===== config.mk =====
export PLATFORM = sky130hd
export DESIGN_NAME = diff_hazard_unit
export DESIGN_NICKNAME = d
export VERILOG_FILES = /design/src/rtl/diff_hazard_unit_pkg.sv /design/src/rtl/diff_dep_sel.sv /design/src/rtl/diff_hazard_unit.sv
export SDC_FILE = /design/constraint.sdc
export NUM_CORES = 1
export LEC_CHECK = 0
export ABC_AREA = 0
export CAP_MARGIN = 40
export CORE_ASPECT_RATIO = 1.4
export CORE_MARGIN = 2
export CORE_UTILIZATION = 45
export DETAILED_ROUTE_END_ITERATION = 6
export HOLD_SLACK_MARGIN = 0.1
export PLACE_DENSITY = 0.78
export SYNTH_ARGS = -nofsm -noshare
export SYNTH_HDL_FRONTEND = slang
export SYNTH_HIERARCHICAL = 1
export SYNTH_SLANG_ARGS = --single-unit

===== constraint.sdc =====
create_clock -name clk -period 2.31 [get_ports clk]
set_clock_uncertainty 0.2 [all_clocks]
set_input_delay 0.462 -clock clk [delete_from_list [all_inputs] [get_ports clk]]
set_output_delay 0.462 -clock clk [all_outputs]
set_load 0.01 [all_outputs]

===== src/rtl/diff_hazard_unit_pkg.sv =====
// Shared definitions for the decode-stage hazard unit: register-address
// width, forwarding-select encoding, the E/M shadow slot record and a
// helper that decides whether a slot produces a given register.
package diff_hazard_unit_pkg;

   // Register-address width; register 0 is hardwired zero.
   localparam int RAW = 5;

   // Operand source selects, shared by adepend, bdepend and sdepend.
   localparam logic [1:0] DEP_RF   = 2'b00;  // register file
   localparam logic [1:0] DEP_EALU = 2'b01;  // E-stage ALU result
   localparam logic [1:0] DEP_MALU = 2'b10;  // M-stage ALU result
   localparam logic [1:0] DEP_MMEM = 2'b11;  // M-stage memory data

   // Destination fields of one in-flight instruction.
   typedef struct packed {
      logic           wreg;
      logic           m2reg;
      logic [RAW-1:0] rd;
   } slot_t;

   // True when the slot will write register r; r0 never matches.
   function automatic logic slot_hit(input slot_t s, input logic [RAW-1:0] r);
      return s.wreg && (s.rd == r) && (r != '0);
   endfunction

endpackage


===== src/rtl/diff_dep_sel.sv =====
// Forwarding source select for one source register. The E slot has
// priority so the youngest producer wins; a load still in E cannot be
// forwarded (the stall logic in the top covers that case).
module diff_dep_sel
   import diff_hazard_unit_pkg::*;
(
   input  logic [RAW-1:0] r,
   input  slot_t          e_slot,
   input  slot_t          m_slot,
   output logic [1:0]     sel
);

   // Priority selection: E ALU result, then M ALU/memory, else register file.
   always_comb begin
      // NOTE: default first so every path assigns sel and no latch is inferred.
      sel = DEP_RF;
      if (slot_hit(e_slot, r) && !e_slot.m2reg) begin
         sel = DEP_EALU;
      end else if (slot_hit(m_slot, r)) begin
         sel = m_slot.m2reg ? DEP_MMEM : DEP_MALU;
      end
   end

endmodule


===== src/rtl/diff_hazard_unit.sv =====
// Decode-stage hazard and forwarding controller for the 5-stage pipeline.
// Tracks the destination fields of the E and M stage instructions and
// produces operand forwarding selects plus a one-cycle load-use stall.
// Optional build macro HAZ_PERF_CNT_EN adds stall_cnt and fwd_cnt
// performance counters as extra output ports.
module diff_hazard_unit
   import diff_hazard_unit_pkg::*;
(
   input  logic           clk,
   input  logic           clrn,
   input  logic [RAW-1:0] rs,
   input  logic [RAW-1:0] rt,
   input  logic           use_rs,
   input  logic           use_rt,
   input  logic           wreg,
   input  logic           m2reg,
   input  logic           wmem,
   input  logic           aluimm,
   input  logic [RAW-1:0] rd,
   input  logic           flush,
   output logic [1:0]     adepend,
   output logic [1:0]     bdepend,
   output logic [1:0]     sdepend,
   output logic           stall,
   output logic           bubble
`ifdef HAZ_PERF_CNT_EN
   ,
   output logic [31:0]    stall_cnt,
   output logic [31:0]    fwd_cnt
`endif
);

   slot_t      e_slot;
   slot_t      m_slot;
   slot_t      d_slot;
   logic [1:0] a_sel;
   logic [1:0] b_sel;
   logic [1:0] s_sel;

   // A bubbled instruction enters E with all fields zero, so it can never hit.
   assign d_slot = bubble ? '0 : slot_t'{wreg: wreg, m2reg: m2reg, rd: rd};

   // Shadow pipeline of destination fields: D -> E -> M.
   always_ff @(posedge clk or negedge clrn) begin
      if (!clrn) begin
         e_slot <= '0;
         m_slot <= '0;
      end else begin
         // NOTE: non-blocking so M captures the old E before E is overwritten.
         m_slot <= e_slot;
         e_slot <= d_slot;
      end
   end

   diff_dep_sel u_a_sel (.r(rs), .e_slot(e_slot), .m_slot(m_slot), .sel(a_sel));
   diff_dep_sel u_b_sel (.r(rt), .e_slot(e_slot), .m_slot(m_slot), .sel(b_sel));
   diff_dep_sel u_s_sel (.r(rt), .e_slot(e_slot), .m_slot(m_slot), .sel(s_sel));

   // Gate each select by whether the D instruction actually uses that operand.
   always_comb begin
      adepend = use_rs             ? a_sel : DEP_RF;
      bdepend = (use_rt && !aluimm) ? b_sel : DEP_RF;
      sdepend = (wmem && use_rt)   ? s_sel : DEP_RF;
   end

   // Load in E feeding the D instruction: hold one cycle until it reaches M.
   always_comb begin
      stall  = e_slot.m2reg && ((use_rs && slot_hit(e_slot, rs)) ||
                                (use_rt && slot_hit(e_slot, rt)));
      bubble = stall || flush;
   end

`ifdef HAZ_PERF_CNT_EN
   logic any_fwd;

   assign any_fwd = !stall && ((adepend != DEP_RF) || (bdepend != DEP_RF) ||
                               (sdepend != DEP_RF));

   // Free-running event counters; both wrap naturally at 32 bits.
   always_ff @(posedge clk or negedge clrn) begin
      if (!clrn) begin
         stall_cnt <= '0;
         fwd_cnt   <= '0;
      end else begin
         if (stall)   stall_cnt <= stall_cnt + 32'd1;
         if (any_fwd) fwd_cnt   <= fwd_cnt + 32'd1;
      end
   end
`endif

endmodule


==> flow_summary.json, run 1 <==
{
  "cts_tree": "built",
  "yosysSeqAreaShare": 0.303,
  "cp-end-kind": "output pin",
  "violations": "negative setup slack",
  "min_from": "e_slot[6]$_DFF_PN0_",
  "antenna_found_initial": 0,
  "period_needed_ns": 2.53,
  "synth_area_um2": 1160,
  "hold_path_class": "flip-flop to flip-flop",
  "clkSinkCount": 14,
  "rsz0062_at_grt": "true",
  "drt_iter0_drc": 34,
  "reg2reg_depth": 6,
  "n_fill_cell": 213,
  "power_density_nw_per_um2": 348,
  "period_share": 1.10,
  "synth_edf_count": 0,
  "peakVddDrop_uv": 346,
  "p_int_mw": 0.426,
  "vias": 1212,
  "crit_required_ns": 1.65,
  "synth_flop_cell": "dfrtp_1",
  "viasPerCell": 5.51,
  "design.core.area_um2": 2420,
  "start_util": 0.479,
  "clock.fmax_mhz": 395,
  "p_leak_nw": 0.796,
  "hold_slack_ns": 0.288,
  "insertion_delay_ns": 0.27,
  "synthArstFlopShare": 1.00,
  "switching_share": 0.300,
  "holdPathStages": 0,
  "maxCapViolCount": 0,
  "syn_nets": 150,
  "drive_gt1_frac": 0.366,
  "path_max_fanout": 3,
  "grt_pass1_wl_um": 5540,
  "avgRoutedWirePerCell_um": 15.2,
  "power_frac_clock": 0.206,
  "setup_violations": 8,
  "critPathLaunch": "m_slot[2]$_DFF_PN0_",
  "preCtsSetupSlack_ns": -0.878,
  "drc": 0,
  "ant_nets": 0,
  "critPathLaunchType": "flip-flop",
  "p_switching_mw": 0.183,
  "seqPwrFrac": 0.464,
  "rows": 21,
  "numCtsBuffers": 3,
  "pin_count": 32,
  "port_buffers": 31,
  "ys_ff_latch": 14,
  "combPwrFrac": 0.330,
  "root_buffer": "clkbuf_4",
  "status": "complete, but fails checks",
  "finalMaxSlewViolations": 0,
  "yosys_warnings": 6,
  "avgSynthCellArea_um2": 9.19,
  "grt_overflow": 0,
  "routed_wl_um": 3340,
  "most-common-layout-cells": "buf_4, xor2_1, buf_2",
  "antenna_cells": 0,
  "hold_viol": 0,
  "track_usage": 0.252,
  "fin_nets": 212,
  "dieWidth_um": 46.9,
  "relSlewSlack": 0.591,
  "die_area_um2": 3000,
  "dp_hpwl_um": 2470,
  "h-tree-depth": 1,
  "grt_pass1_vias": 1299,
  "firstDrtPassIters": 4,
  "cts_buffer_depth": 2,
  "ys_types": 28,
  "clkSlewWorstSetupHoldPaths_ns": 0.08,
  "reg2reg_from": "e_slot[1]$_DFF_PN0_",
  "die_h_um": 64.0,
  "grt_max_degree": 15,
  "crit_type": "flip-flop to output pin",
  "arrival_ns": 1.87,
  "postSynthCellCount": 126,
  "final_common_cell": "buf_4",
  "synthToLayoutAreaGrowth_pct": 51.2,
  "gp_congestion": 0.844,
  "worst_slew_pin_slew_ns": 0.611,
  "setup_ws_ns": -0.222
}
==> area by class of cell <==
| class | count | area [um^2] | share of cell area |
|---|---|---|---|
| inverters | 9 | 33.8 | 0.0193 |
| multi-input cells | 102 | 838 | 0.479 |
| repair buffers | 58 | 457 | 0.261 |
| clock buffers | 3 | 22.5 | 0.0129 |
| flip-flops and latches | 14 | 357 | 0.204 |
| well taps | 34 | 42.5 | 0.0243 |
==> cell families (layout without fill, tap and decap cells) <==
group | after synthesis | count (layout) | share of synthesized area
xor gates and xnor gates | 29 | 29 | 0.219
and+or+nand+nor | 61 | 61 | 0.351
DFF | 14 | 14 | 0.303
AOI/OAI and AO/OA | 12 | 12 | 0.0941
buffers and inverters | 10 | 70 | 0.0324
==> cell usage after synthesis (2+ instances only) <==
master	count	area, um^2
a222oi_1	3	30.0
inv_1	9	33.8
nor4_1	3	18.8
and3b_1	2	17.5
nor4b_1	7	61.3
and2_1	3	18.8
and3_1	2	12.5
nor2_1	5	18.8
xor2_1	18	158
nor3b_2	3	37.5
nor2b_1	3	18.8
dfrtp_1	14	350
o2111a_1	3	33.8
nand4_1	5	31.3
nand2_1	10	37.5
xnor2_1	11	96.3
o21ai_1	3	15.0
nor4_2	3	37.5
nand2b_1	6	37.5
nand3_1	5	25.0
==> sequential cells by signal, summed over array words and instances (netlist names) <==
signal,count
m_slot,7
e_slot,7
==> through the flow <==
stage	utilization	std cells	TNS, ns	total power [mW]	cell area (um^2)
final	0.724	220	-1.18	0.609	1750
after CTS	0.707	218	-1.14	0.602	1710
after global routing	0.724	220	-2.01	0.650	1750
after floorplan	-	126	0	0.363	1160
after detailed placement	0.682	209	-7.74	0.467	1650
after global placement	0.682	209	-7.30	0.458	1650
==> layer usage <==
layer	up-vias	share of wire	track usage
li1	574	-	-
met1	583	0.37	0.272
met2	51	0.58	0.464
met3	4	0.044	0.0169
met4	0	0.012	0.108
met5	-	0	0
==> power by group through the flow <==
stage | combinational [mW] | sequential [mW] | clock, mW
3_5_place_dp | 0.180 | 0.287 | 0
5_1_grt | 0.217 | 0.286 | 0.148
2_1_floorplan | 0.0839 | 0.279 | 0
6_report | 0.201 | 0.282 | 0.125
4_1_cts | 0.191 | 0.282 | 0.129
3_3_place_gp | 0.173 | 0.284 | 0
==> what timing repair did <==
action / 4_1_cts / 5_1_grt
pin swaps: 20 / 11
hold buffers: 0 / 0
resized for setup: 80 / 9
setup buffers: 6 / 2
setup endpoints to repair: 8 / 8
==> final timing paths <==
path	to	slack, ns
setup / recovery	adepend[1]	-0.22
hold / removal	m_slot[6]$_DFF_PN0_	0.29
setup reg to reg	e_slot[4]$_DFF_PN0_	0.59
hold reg to reg	m_slot[6]$_DFF_PN0_	0.29
max in group asynchronous	e_slot[2]$_DFF_PN0_	1.10
min in group asynchronous	e_slot[5]$_DFF_PN0_	0.37
==> worst max-delay path, cell delays in order, from the launching register on <==
cell and delay (ns):
dfrtp_1 0.43, xor2_1 0.17, nor4_2 0.32, nand2_1 0.14, buf_4 0.16, nor3b_2 0.15, and2_1 0.13, buf_2 0.12
No activity file was read; power rests on OpenSTA's default activity.
==> inputs of run 2 (changes only) <==
--- a/config.mk
+++ b/config.mk
@@ -9,9 +9,9 @@
 export CAP_MARGIN = 40
 export CORE_ASPECT_RATIO = 1.4
-export CORE_MARGIN = 2
-export CORE_UTILIZATION = 45
+export CORE_MARGIN = 5
+export CORE_UTILIZATION = 48
 export DETAILED_ROUTE_END_ITERATION = 6
 export HOLD_SLACK_MARGIN = 0.1
-export PLACE_DENSITY = 0.78
+export PLACE_DENSITY = 0.82
 export SYNTH_ARGS = -nofsm -noshare
 export SYNTH_HDL_FRONTEND = slang
==> constraint.sdc (replaced) <==
create_clock -name clk -period 2.31 [get_ports clk]
set_clock_uncertainty 0.2 [all_clocks]
set_input_delay 0.3465 -clock clk [delete_from_list [all_inputs] [get_ports clk]]
set_output_delay 0.3465 -clock clk [all_outputs]
set_load 0.01 [all_outputs]
==> run 2 against run 1 <==
The flow still finishes with violations (negative setup slack). Highest routed layer unchanged. Flip-flop and latch count is the same. Setup slack gained 0.14 ns. First-iteration DRC count grew 56%. Global-route usage shrank 5.2 points. Design area grew 1.6%. Fmax grew 5.9%. Clock-buffer cell count is the same. Largest cell class unchanged. Wire length grew 0.24%.
==> flow_summary.json, run 2 (synthesis gave the netlist of run 1 again) <==
{
  "fin_util": 0.752,
  "setup_ws_ns": -0.0815,
  "dieWidth_um": 51.5,
  "start_util": 0.489,
  "cts-hold-fix-buffers": 0,
  "design.core.area_um2": 2360,
  "avgRoutedWirePerCell_um": 15.8,
  "gp_congestion": 0.886,
  "setup_violations": 4,
  "drc": 0,
  "drive_gt1_frac": 0.349,
  "n_fill_cell": 188,
  "critPathLaunchType": "flip-flop",
  "period_needed_ns": 2.39,
  "seqPwrFrac": 0.449,
  "arrival_ns": 1.84,
  "cp-end-kind": "output pin",
  "port_buffers": 31,
  "met2_wirelength_um": 1890,
  "p_int_mw": 0.434,
  "cts_tree": "built",
  "clkSinkCount": 14,
  "path_max_fanout": 2,
  "rsz0062_at_grt": "true",
  "dp_hpwl_um": 2520,
  "hold_slack_ns": 0.258,
  "violations": "negative setup slack",
  "numCtsBuffers": 3,
  "highest_layer": "met4",
  "period_share": 1.04,
  "firstDrtPassIters": 4,
  "fin_nets": 215,
  "final_common_cell": "buf_4",
  "clkSlewWorstSetupHoldPaths_ns": 0.08,
  "grt_overflow": 0,
  "worst_slew_pin_slew_ns": 0.609,
  "power_density_nw_per_um2": 348,
  "synthToLayoutAreaGrowth_pct": 53.6,
  "clock.fmax_mhz": 418,
  "insertion_delay_ns": 0.27,
  "peakVddDrop_uv": 270,
  "track_usage": 0.200,
  "pin_count": 32,
  "wl_met3_um": 161,
  "rows": 21,
  "root_buffer": "clkbuf_4",
  "hold_path_class": "input pin to async pin",
  "crit_type": "flip-flop to output pin",
  "grt_max_degree": 15,
  "combPwrFrac": 0.344,
  "grt_pass1_vias": 1269,
  "grt_pass1_wl_um": 5330,
  "antenna_found_initial": 0,
  "hold_viol": 0,
  "viasPerCell": 5.68,
  "power_frac_clock": 0.207,
  "wl_met1_um": 1200,
  "crit_required_ns": 1.76,
  "placed_area_um2": 1640,
  "die_area_um2": 3510,
  "cts_buffer_depth": 2,
  "vias": 1205,
  "total_power_mw": 0.619,
  "status": "complete, but fails checks",
  "switching_share": 0.299,
  "maxCapViolCount": 0,
  "die_h_um": 68.1,
  "most-common-layout-cells": "buf_4, xor2_1, clkdlybuf4s50_1",
  "p_switching_mw": 0.185,
  "h-tree-depth": 1,
  "top_regs": "e_slot: 7 flops, m_slot: 7 flops",
  "drt_iter0_drc": 53,
  "p_leak_nw": 0.808,
  "antenna_cells": 0,
  "ant_nets": 0,
  "routed_wl_um": 3350,
  "finalMaxSlewViolations": 0,
  "stdcell_area_um2": 1780,
  "relSlewSlack": 0.593,
  "preCtsSetupSlack_ns": -0.620
}
[run 2: cell types whose count changed in the layout (fill, tap and decap cells not counted), moves of 2 or more]
cell / before / now
dfrtp_2: 5 / 3
buf_2: 14 / 8
clkdlybuf4s15_2: 1 / 4
dfrtp_1: 9 / 11
dlygate4sd2_1: 1 / 4
[run 2: through the flow]
stage | setup TNS [ns] | instances
after floorplan | 0 | 126
after global placement | -4.41 | 198
after detailed placement | -4.65 | 198
after CTS | -0.148 | 211
after global routing | -0.693 | 212
final | -0.121 | 212
[run 2: cell type report]
class	instances	area, um^2	area share
timing repair buffer	61	508	0.286
inverter	9	33.8	0.0190
sequential	14	354	0.199
multi-input combinational	102	831	0.467
clock buffer	3	22.5	0.0127
tap	23	28.8	0.0162
[run 2: worst paths after layout]
path | start | end | slack [ns] | cells past startpoint
min in group clk | e_slot[6]$_DFF_PN0_ | m_slot[6]$_DFF_PN0_ | 0.28 | 0
min reg2reg | e_slot[6]$_DFF_PN0_ | m_slot[6]$_DFF_PN0_ | 0.28 | 0
max reg2reg | e_slot[0]$_DFF_PN0_ | e_slot[5]$_DFF_PN0_ | 0.59 | 6
max | m_slot[3]$_DFF_PN0_ | adepend[1] | -0.08 | 7
min | clrn | e_slot[6]$_DFF_PN0_ | 0.26 | 1
max in group asynchronous | clrn | e_slot[3]$_DFF_PN0_ | 1.22 | 1
[run 2: timing repair]
item | CTS | global route
endpoints found under the setup margin | 8 | 8
setup buffers | 11 | 1
pin swaps | 21 | 14
gates resized for setup | 63 | 9
[run 2: critical path: stages (launching register included)]
cell	delay, ns
dfrtp_1	0.39
xor2_1	0.16
nor4_2	0.34
nand2_1	0.13
buf_4	0.15
nor3b_2	0.14
and2_1	0.14
buf_2	0.12
[run 2: metal layers]
layer / vias to the layer above / global-route usage
li1: 576 / -
met1: 578 / 0.194
met2: 39 / 0.404
met3: 12 / 0.0218
met4: 0 / 0.0984
met5: - / 0
[run 2: power groups by stage]
| stage | clock network (mW) | logic [mW] | registers (mW) |
|---|---|---|---|
| 3_3_place_gp | 0 | 0.176 | 0.284 |
| 4_1_cts | 0.132 | 0.201 | 0.278 |
| 5_1_grt | 0.140 | 0.230 | 0.281 |
| 6_report | 0.128 | 0.213 | 0.278 |
| 2_1_floorplan | 0 | 0.0839 | 0.279 |
| 3_5_place_dp | 0 | 0.182 | 0.286 |
